[src/rtl/mem_access_stage_pkg.sv]
// Shared encodings for the MEM stage: access sizes and FSM states.
package mem_access_stage_pkg;

  localparam logic [1:0] SZ_B = 2'b00;
  localparam logic [1:0] SZ_H = 2'b01;
  localparam logic [1:0] SZ_W = 2'b10;

  typedef enum logic [1:0] {
    ST_IDLE = 2'b00,
    ST_REQ  = 2'b01,
    ST_WAIT = 2'b10,
    ST_DONE = 2'b11
  } ms_state_e;

endpackage

[src/rtl/mem_access_stage_load_align_ext.sv]
// Picks the addressed byte/half out of a 32-bit read word and extends it.
module load_align_ext
  import mem_access_stage_pkg::*;
(
  input  logic [1:0]  addr_lo,
  input  logic [1:0]  size,
  input  logic        sign_ext,
  input  logic [31:0] rdata,
  output logic [31:0] result
);

  logic [31:0] shifted;
  logic [7:0]  b;
  logic [15:0] h;

  // Lane select then sign/zero extension; anything not byte/half passes the word through.
  always_comb begin
    shifted = rdata >> {addr_lo, 3'b000};
    b       = shifted[7:0];
    h       = addr_lo[1] ? rdata[31:16] : rdata[15:0];
    case (size)
      SZ_B:    result = sign_ext ? {{24{b[7]}}, b} : {24'd0, b};
      SZ_H:    result = sign_ext ? {{16{h[15]}}, h} : {16'd0, h};
      default: result = rdata;
    endcase
  end

endmodule

[src/rtl/mem_access_stage.sv]
// MEM pipeline stage: one data-SRAM transaction per held instruction,
// load alignment, MEM->WB register, stall and forwarding info.
//
// state | meaning
// IDLE  | no request outstanding; non-memory ops complete here
// REQ   | ds_req high, waiting for ds_addr_ok
// WAIT  | address accepted, waiting for ds_data_ok
// DONE  | transaction finished (load data held), waiting for wb_allowin
module mem_access_stage
  import mem_access_stage_pkg::*;
#(
  parameter int ADDR_W = 32,
  parameter int DATA_W = 32
)(
  input  logic              clk,
  input  logic              rst_n,
  input  logic              ms_in_valid,
  input  logic              mem_ref_we,
  input  logic [DATA_W-1:0] mem_alu_result,
  input  logic              mem_dram_re,
  input  logic              mem_dram_we,
  input  logic [ADDR_W-1:0] mem_dram_waddr,
  input  logic [DATA_W-1:0] mem_dram_wdata,
  input  logic [4:0]        mem_rd,
  input  logic [31:0]       mem_pc,
  input  logic [1:0]        mem_rdram_num,
  input  logic              mem_rdram_need_signed_extend,
  input  logic              mem_rdram_need_zero_extend,
  input  logic [1:0]        mem_wdram_num,
  input  logic              wb_allowin,
  output logic              ms_allowin,
  output logic              ds_req,
  output logic              ds_wr,
  output logic [1:0]        ds_size,
  output logic [ADDR_W-1:0] ds_addr,
  output logic [DATA_W-1:0] ds_wdata,
  output logic [3:0]        ds_wstrb,
  input  logic              ds_addr_ok,
  input  logic              ds_data_ok,
  input  logic [DATA_W-1:0] ds_rdata,
  output logic              wb_valid,
  output logic [31:0]       wb_pc,
  output logic [4:0]        wb_rd,
  output logic              wb_we,
  output logic [DATA_W-1:0] wb_wdata,
  output logic [4:0]        ms_fwd_rd,
  output logic              ms_fwd_busy,
  output logic              ms_ale
);

  ms_state_e         state;
  logic [DATA_W-1:0] rdata_q;
  logic [DATA_W-1:0] ld_value;
  logic              is_load, is_store, is_mem;
  logic [1:0]        ld_size, acc_size, a_lo;
  logic              misaligned, ready_go, wb_take;
  logic [3:0]        st_strb;
  logic [DATA_W-1:0] st_wdata;

  assign a_lo     = mem_dram_waddr[1:0];
  assign is_load  = ms_in_valid && mem_dram_re;
  // A load flag wins if both are set, so a store is only a pure write.
  assign is_store = ms_in_valid && mem_dram_we && !mem_dram_re;
  assign is_mem   = is_load || is_store;
  // No extension requested means a full-word load.
  assign ld_size  = (!mem_rdram_need_signed_extend && !mem_rdram_need_zero_extend) ? SZ_W : mem_rdram_num;
  assign acc_size = mem_dram_re ? ld_size : mem_wdram_num;

  // Misalignment, ready_go and the allowin handshake.
  always_comb begin
    misaligned = 1'b0;
    if (is_mem) begin
      if (acc_size == SZ_H)      misaligned = a_lo[0];
      else if (acc_size != SZ_B) misaligned = (a_lo != 2'b00);
    end
    ready_go   = (state == ST_IDLE && !is_mem) || (state == ST_DONE) || misaligned;
    ms_allowin = !ms_in_valid || (ready_go && wb_allowin);
    wb_take    = ms_in_valid && ready_go && wb_allowin;
  end

  // Store byte strobes and lane-replicated write data.
  always_comb begin
    case (mem_wdram_num)
      SZ_B: begin
        st_strb  = 4'b0001 << a_lo;
        st_wdata = {4{mem_dram_wdata[7:0]}};
      end
      SZ_H: begin
        st_strb  = 4'b0011 << {a_lo[1], 1'b0};
        st_wdata = {2{mem_dram_wdata[15:0]}};
      end
      default: begin
        st_strb  = 4'hF;
        st_wdata = mem_dram_wdata;
      end
    endcase
  end

  load_align_ext u_align (
    .addr_lo  (a_lo),
    .size     (ld_size),
    .sign_ext (mem_rdram_need_signed_extend),
    .rdata    (rdata_q),
    .result   (ld_value)
  );

  // Request FSM; request fields are registered on entry to REQ and held until addr_ok.
  always_ff @(posedge clk or negedge rst_n) begin
    if (!rst_n) begin
      state    <= ST_IDLE;
      ds_req   <= 1'b0;
      ds_wr    <= 1'b0;
      ds_size  <= 2'b00;
      ds_addr  <= '0;
      ds_wdata <= '0;
      ds_wstrb <= 4'h0;
      rdata_q  <= '0;
    end else begin
      case (state)
        ST_IDLE: begin
          if (is_mem && !misaligned) begin
            state    <= ST_REQ;
            ds_req   <= 1'b1;
            ds_wr    <= is_store;
            ds_size  <= acc_size;
            ds_addr  <= {mem_dram_waddr[ADDR_W-1:2], 2'b00};
            ds_wdata <= is_store ? st_wdata : '0;
            ds_wstrb <= is_store ? st_strb : 4'h0;
          end
        end
        ST_REQ: begin
          if (ds_addr_ok) begin
            ds_req <= 1'b0;
            if (ds_data_ok) begin
              state   <= ST_DONE;
              rdata_q <= ds_rdata;
            end else begin
              state <= ST_WAIT;
            end
          end
        end
        ST_WAIT: begin
          if (ds_data_ok) begin
            state   <= ST_DONE;
            rdata_q <= ds_rdata;
          end
        end
        ST_DONE: begin
          if (wb_allowin) state <= ST_IDLE;
        end
        default: state <= ST_IDLE;
      endcase
    end
  end

  // MEM->WB register and the misaligned-access pulse that travels with it.
  always_ff @(posedge clk or negedge rst_n) begin
    if (!rst_n) begin
      wb_valid <= 1'b0;
      wb_pc    <= '0;
      wb_rd    <= '0;
      wb_we    <= 1'b0;
      wb_wdata <= '0;
      ms_ale   <= 1'b0;
    end else if (wb_take) begin
      wb_valid <= 1'b1;
      wb_pc    <= mem_pc;
      wb_rd    <= mem_rd;
      wb_we    <= mem_ref_we && !misaligned;
      wb_wdata <= (is_load && !misaligned) ? ld_value : mem_alu_result;
      ms_ale   <= misaligned;
    end else begin
      ms_ale <= 1'b0;
      if (wb_allowin) wb_valid <= 1'b0;
    end
  end

  assign ms_fwd_rd   = (ms_in_valid && mem_ref_we && !misaligned) ? mem_rd : 5'd0;
  assign ms_fwd_busy = is_load && !misaligned && (state != ST_DONE);

endmodule
[config.mk]
export PLATFORM = sky130hd
export DESIGN_NAME = mem_access_stage
export DESIGN_NICKNAME = d
export VERILOG_FILES = /design/src/rtl/mem_access_stage_pkg.sv /design/src/rtl/mem_access_stage_load_align_ext.sv /design/src/rtl/mem_access_stage.sv
export SDC_FILE = /design/constraint.sdc
export NUM_CORES = 1
export LEC_CHECK = 0
export ABC_AREA = 1
export BUFFER_PORTS_ARGS = -buffer_cell sky130_fd_sc_hd__buf_2
export CELL_PAD_IN_SITES_DETAIL_PLACEMENT = 0
export CELL_PAD_IN_SITES_GLOBAL_PLACEMENT = 1
export CORE_MARGIN = 3
export CORE_UTILIZATION = 37
export CTS_CLUSTER_DIAMETER = 200
export DETAILED_ROUTE_END_ITERATION = 12
export PLACE_DENSITY = 0.83
export SLEW_MARGIN = 20
export SYNTH_ARGS = -nofsm -noshare
export SYNTH_HDL_FRONTEND = slang
export SYNTH_SLANG_ARGS = --single-unit
[constraint.sdc]
create_clock -name clk -period 3.67 [get_ports clk]
set_input_delay 0.367 -clock clk [delete_from_list [all_inputs] [get_ports clk]]
set_output_delay 0.367 -clock clk [all_outputs]
set_load 0.1 [all_outputs]
==> flow_summary.toml, run 1 <==
[hold_path]
holdPathEnd = "ds_addr[2]"
hp-class = "input port to flop"
hp-start = "mem_dram_waddr[2]"
hold_path_depth = 3

[place]
io_buffers = 328
place_area_sq_um = 9930
dp_cells = 1558
gp_congestion = 0.864
place.detailed.hpwl_mm = 18.9

[global_routing]
antenna_found_initial = 7
grt_max_degree = 80
first_global_vias = 7570
grt_pass1_wl_mm = 41.1
grt-ovfl-total = 0
grt_usage_pct = 21.7

[clock_network]
clk_latency_ns = 0.43
cts_made_buffers = 17
clockRootBuffer = "clkbuf_16"
h-tree-depth = 4
ctsResizeCount = 0
cts_max_path_buffers = 2
cts_tree = "done"
clock-sinks = 176
path_clk_slew_ns = 0.07

[run_status]
status = "completed"

[synth]
netlist_instances = 994
yosysTopAreaCell = "dfrtp_1"
synth-edff-count = 0
ys_types = 27
synth-seq-cells = 176
netlist_area_sq_um = 8060
yosys.cell_count.top_type = "nand2_1"
synthArstFlopShare_pct = 100
ys_warn_count = 0
ys.flop_type = "dfrtp_1"
synth_top_area_share_pct = 54.7
synth_sequential_area_ratio_pct = 54.7
synth.area.top_cells = "dfrtp_1, nand2_1, o21ai_0"
synthTopCellsByCount = "nand2_1, dfrtp_1, o21ai_0, inv_1, nand3_1"
syn_avg_cell_area_sq_um = 8.11

[sta]
relSlewSlack_pct = 28.7
final.setup.tns_ns = 0
finalHoldViolCount = 0
setup_violations = 0
worst_slew_pin_slew_ns = 1.07
finalMaxSlewViolations = 0
clock_skew_ns = 0.00899
fin_crit_sh_pct = 70.3
timing.fmax_ghz = 0.388
min_period_ns = 2.58
rsz0062_at_grt = "no"

[routing]
ant_nets = 0
post_drt_via_cell_ratio = 4.81
wl_met2_mm = 12.1
firstDrtPassIters = 5
drt-met1-wl_mm = 11.2
routed_wl_mm = 26.1
met3_length_mm = 2.14
drt_iter0_drc = 495
top_layer = "met5"
wire_per_inst_microns = 16.4
num_vias = 7655
drc = 0

[setup_path]
worstSetupStartpoint = "state[0]"
setup.worst_path.end_class = "output port"
reg2reg_depth = 10
path_class = "flop to output port"
rrSetupSlack_ns = 1.25
crit_fanout = 5
rr_endpoint = "wb_wdata[17]"
cp_data_required_time_ns = 3.30
crit_arrival_ns = 2.21
r2r-start = "state[0]"
start_kind = "flop"

[floorplanning]
start_util_pct = 38.0
num_rows = 53
io_pins = 331
dieArea_sq_um = 23600
core_region_area_sq_um = 21200
die_w_microns = 154
die_y_microns = 154

[finish]
nFillCells = 2138
seqCellArea_sq_um = 4400
stdcell_count = 1593
multi_input_area_sq_um = 3270
synthToLayoutAreaGrowth_pct = 30.6
drive_gt1_share_pct = 31.3
fin_nets = 1488
final_cell_area_sq_um = 10500

[job]
cap_viol_max_count = 0
through the flow:
stage               util [%]  hold slack, ns  worst slack (ns)
finish                  49.6           0.125              1.09
global route            49.6           0.108             0.890
CTS                     49.5           0.103              1.07
detailed placement      46.8           0.418             0.902
global placement        46.8           0.421             0.903
floorplan                  -          0.0714             0.961
sequential cells by signal, summed over array words and instances (netlist names), 2 cells and up:
signal	count
wb_pc	32
ds_wdata	32
ds_size	2
wb_rd	5
wb_wdata	32
state	2
ds_wstrb	4
rdata_q	32
ds_addr	30
metal layers:
layer / vias to the layer above / track usage (%)
met5: - / 0
met4: 8 / 7.23
met3: 42 / 6.90
met2: 304 / 34.1
met1: 3553 / 28.8
li1: 3748 / -
timing repair:
item                                   in CTS  in global routing
setup buffers                               0                  0
hold buffers                                1                  0
endpoints found under the hold margin      66                  0
logic make-up after synthesis:
group                      Yosys count  share of synthesized area, %
buffers and inverters               93                          4.84
and+or+nand+nor                    586                          28.4
DFF                                176                          54.7
AOI/OAI and AO/OA                  101                          6.83
muxes                               32                          4.47
adders and majority gates            5                         0.776
other                                1                        0.0465
worst max-delay path, stage by stage, from the launching register on:
cell	delay, ns
dfrtp_1	0.44
inv_1	0.14
ha_1	0.22
inv_1	0.05
o21ai_0	0.16
inv_1	0.05
nand2_1	0.09
nand2_1	0.12
nand2_1	0.08
buf_2	0.43
how the worst max path moves through the flow:
stage	slack, ns	endpoint	cells past startpoint
floorplan	0.96	ms_fwd_busy	10
global placement	0.90	wb_wdata[31]	10
detailed placement	0.90	wb_wdata[31]	10
CTS	1.07	ms_allowin	9
global route	0.89	ms_allowin	9
finish	1.09	ms_allowin	9
layout make-up:
class / instances / share of cell area (%)
sequential: 176 / 41.9
multi-input combinational: 726 / 31.1
timing repair buffer: 339 / 16.7
clock buffer: 17 / 4.04
tap: 275 / 3.27
inverter: 43 / 1.53
clock inverter: 14 / 1.38
antenna: 3 / 0.0714
cell usage in the layout, fill, tap and decap left out, drive strengths merged:
master       count
nand4            3
dlygate4sd3      1
buf            338
clkinv           8
a22oi            2
o22ai            1
nand2          523
dfrtp          176
o211ai           1
o221ai           8
mux2            32
and2             1
a21oi            6
clkbuf          17
conb             2
inv             49
nand3           41
o21bai           1
diode            3
o21ai           82
nor2            18
ha               5
Power of run 1 is not shown: default switching activity piles up to over one toggle a cycle in this logic, so the estimate is an artifact.
==> inputs of run 2 (changes only) <==
--- a/config.mk
+++ b/config.mk
@@ -10,10 +10,10 @@
 export CELL_PAD_IN_SITES_DETAIL_PLACEMENT = 0
 export CELL_PAD_IN_SITES_GLOBAL_PLACEMENT = 1
 export CORE_MARGIN = 3
-export CORE_UTILIZATION = 37
+export CORE_UTILIZATION = 34
 export CTS_CLUSTER_DIAMETER = 200
 export DETAILED_ROUTE_END_ITERATION = 12
-export PLACE_DENSITY = 0.83
+export PLACE_DENSITY = 0.77
 export SLEW_MARGIN = 20
 export SYNTH_ARGS = -nofsm -noshare
 export SYNTH_HDL_FRONTEND = slang
==> constraint.sdc (replaced) <==
create_clock -name clk -period 2.5 [get_ports clk]
set_input_delay 0.25 -clock clk [delete_from_list [all_inputs] [get_ports clk]]
set_output_delay 0.25 -clock clk [all_outputs]
set_load 0.1 [all_outputs]
==> run 2 against run 1 <==
Wire length rose by 3.9%. Via count rose by 1.6%. Cell count rose by 5.1%. Critical endpoint unchanged. Cell area rose by 5.9%. Register-to-register slack got worse by 0.76 ns. Non-clock buffer count rose by 43. Critical path depth did not move. Global-route usage fell by 0.85 points. Critical path type unchanged. Flip-flop and latch count did not move. Die area rose by 8.5%. Clock skew rose by 0.0039 ns. First-iteration DRC count fell by 8.5%.
==> flow_summary.toml, run 2 (synthesis gave the netlist of run 1 again) <==
[floorplanning]
io_pins = 331
die_w_microns = 160
die_y_microns = 160
num_rows = 55
core_region_area_sq_um = 23000
start_util_pct = 35.1
dieArea_sq_um = 25600

[setup_path]
crit_arrival_ns = 1.99
start_kind = "flop"
crit_fanout = 5
path_class = "flop to output port"
cp_data_required_time_ns = 2.25
setup.worst_path.end_class = "output port"

[finish]
nFillCells = 2348
synthToLayoutAreaGrowth_pct = 38.2
fin_nets = 1531
finalCoreUtilization_pct = 48.4
most-common-layout-cells = "nand2_1, buf_2, dfrtp_1"
final_cell_area_sq_um = 11100
layout_commonest_cell = "nand2_1"
drive_gt1_share_pct = 30.8

[global_routing]
grt_max_degree = 72
grt-ovfl-total = 0
grt_pass1_wl_mm = 42.5
grt_usage_pct = 20.9
first_global_vias = 7682
antenna_found_initial = 7

[clock_network]
path_clk_slew_ns = 0.07
cts_hold_buf = 35
h-tree-depth = 4
clockRootBuffer = "clkbuf_16"
clk_latency_ns = 0.44
cts_tree = "done"
cts_max_path_buffers = 2
ctsResizeCount = 0
clock-sinks = 176
post-cts-setup-buffer-count = 0
cts_made_buffers = 17

[job]
cap_viol_max_count = 0

[sta]
finalHoldViolCount = 0
finalMaxSlewViolations = 0
fin_hold_ws_ns = 0.0161
fin_crit_sh_pct = 89.5
setup_violations = 0
rsz0062_at_grt = "no"
timing.fmax_ghz = 0.447
min_period_ns = 2.24
worst_slew_pin_slew_ns = 0.657
relSlewSlack_pct = 56.1
final.setup.tns_ns = 0
clock_skew_ns = 0.0129

[routing]
num_vias = 7781
firstDrtPassIters = 5
routed_wl_mm = 27.1
post_drt_via_cell_ratio = 4.65
ant_nets = 0
wire_per_inst_microns = 16.2
drt_iter0_drc = 453
drc = 0

[place]
io_buffers = 328
gp_congestion = 0.823
place.detailed.hpwl_mm = 19.6
place_area_sq_um = 10200

[run_status]
status = "completed"

[hold_path]
hp-class = "input port to flop"
-- run 2: cell count changes in the layout (fill, tap and decap cells not counted), sizes merged --
cell and delta:
clkbuf +1, inv -1, dlygate4sd3 +36, clkinvlp +1, diode -1, buf +7
-- run 2: routing by layer --
metal,global-route usage (%),vias to the layer above,wire length [microns]
met5,0,-,48
met1,27.2,3587,11600
li1,-,3836,-
met2,32.7,307,12600
met4,7.14,8,570
met3,6.98,43,2240
-- run 2: stage by stage --
stage               setup WS [ns]  cells
floorplan                  0.0251    995
global placement            0.472   1603
detailed placement          0.472   1603
CTS                         0.235   1670
global route               0.0979   1674
finish                      0.263   1674
-- run 2: worst paths after layout --
kind	startpoint	to	slack, ns	cells past startpoint
worst max-delay path	state[0]	ms_allowin	0.26	9
worst max register to register	state[0]	wb_wdata[15]	0.49	11
min in group asynchronous	rst_n	ds_addr[10]	0.36	2
max in group asynchronous	rst_n	rdata_q[10]	1.38	3
worst min-delay path	mem_dram_waddr[29]	ds_addr[29]	0.02	3
worst min register to register	wb_wdata[26]	wb_wdata[26]	0.47	2
-- run 2: worst max-delay path, cell delays in order, from the launching register on --
cell,delay [ns]
dfrtp_1,0.43
inv_1,0.14
ha_1,0.21
inv_1,0.05
o21ai_0,0.14
inv_1,0.05
nand2_1,0.09
nand2_1,0.13
nand2_1,0.13
buf_12,0.19
-- run 2: cell type report --
type	count	area, sq um	share of cell area, %
diodes	2	5.00	0.0449
clock inverters	14	146	1.31
inverters	43	161	1.45
clock buffers	18	429	3.85
multi-input cells	726	3270	29.4
flip-flops and latches	176	4400	39.6
repair buffers	382	2330	20.9
well taps	313	392	3.52
Power of run 2 is left out for the same reason.
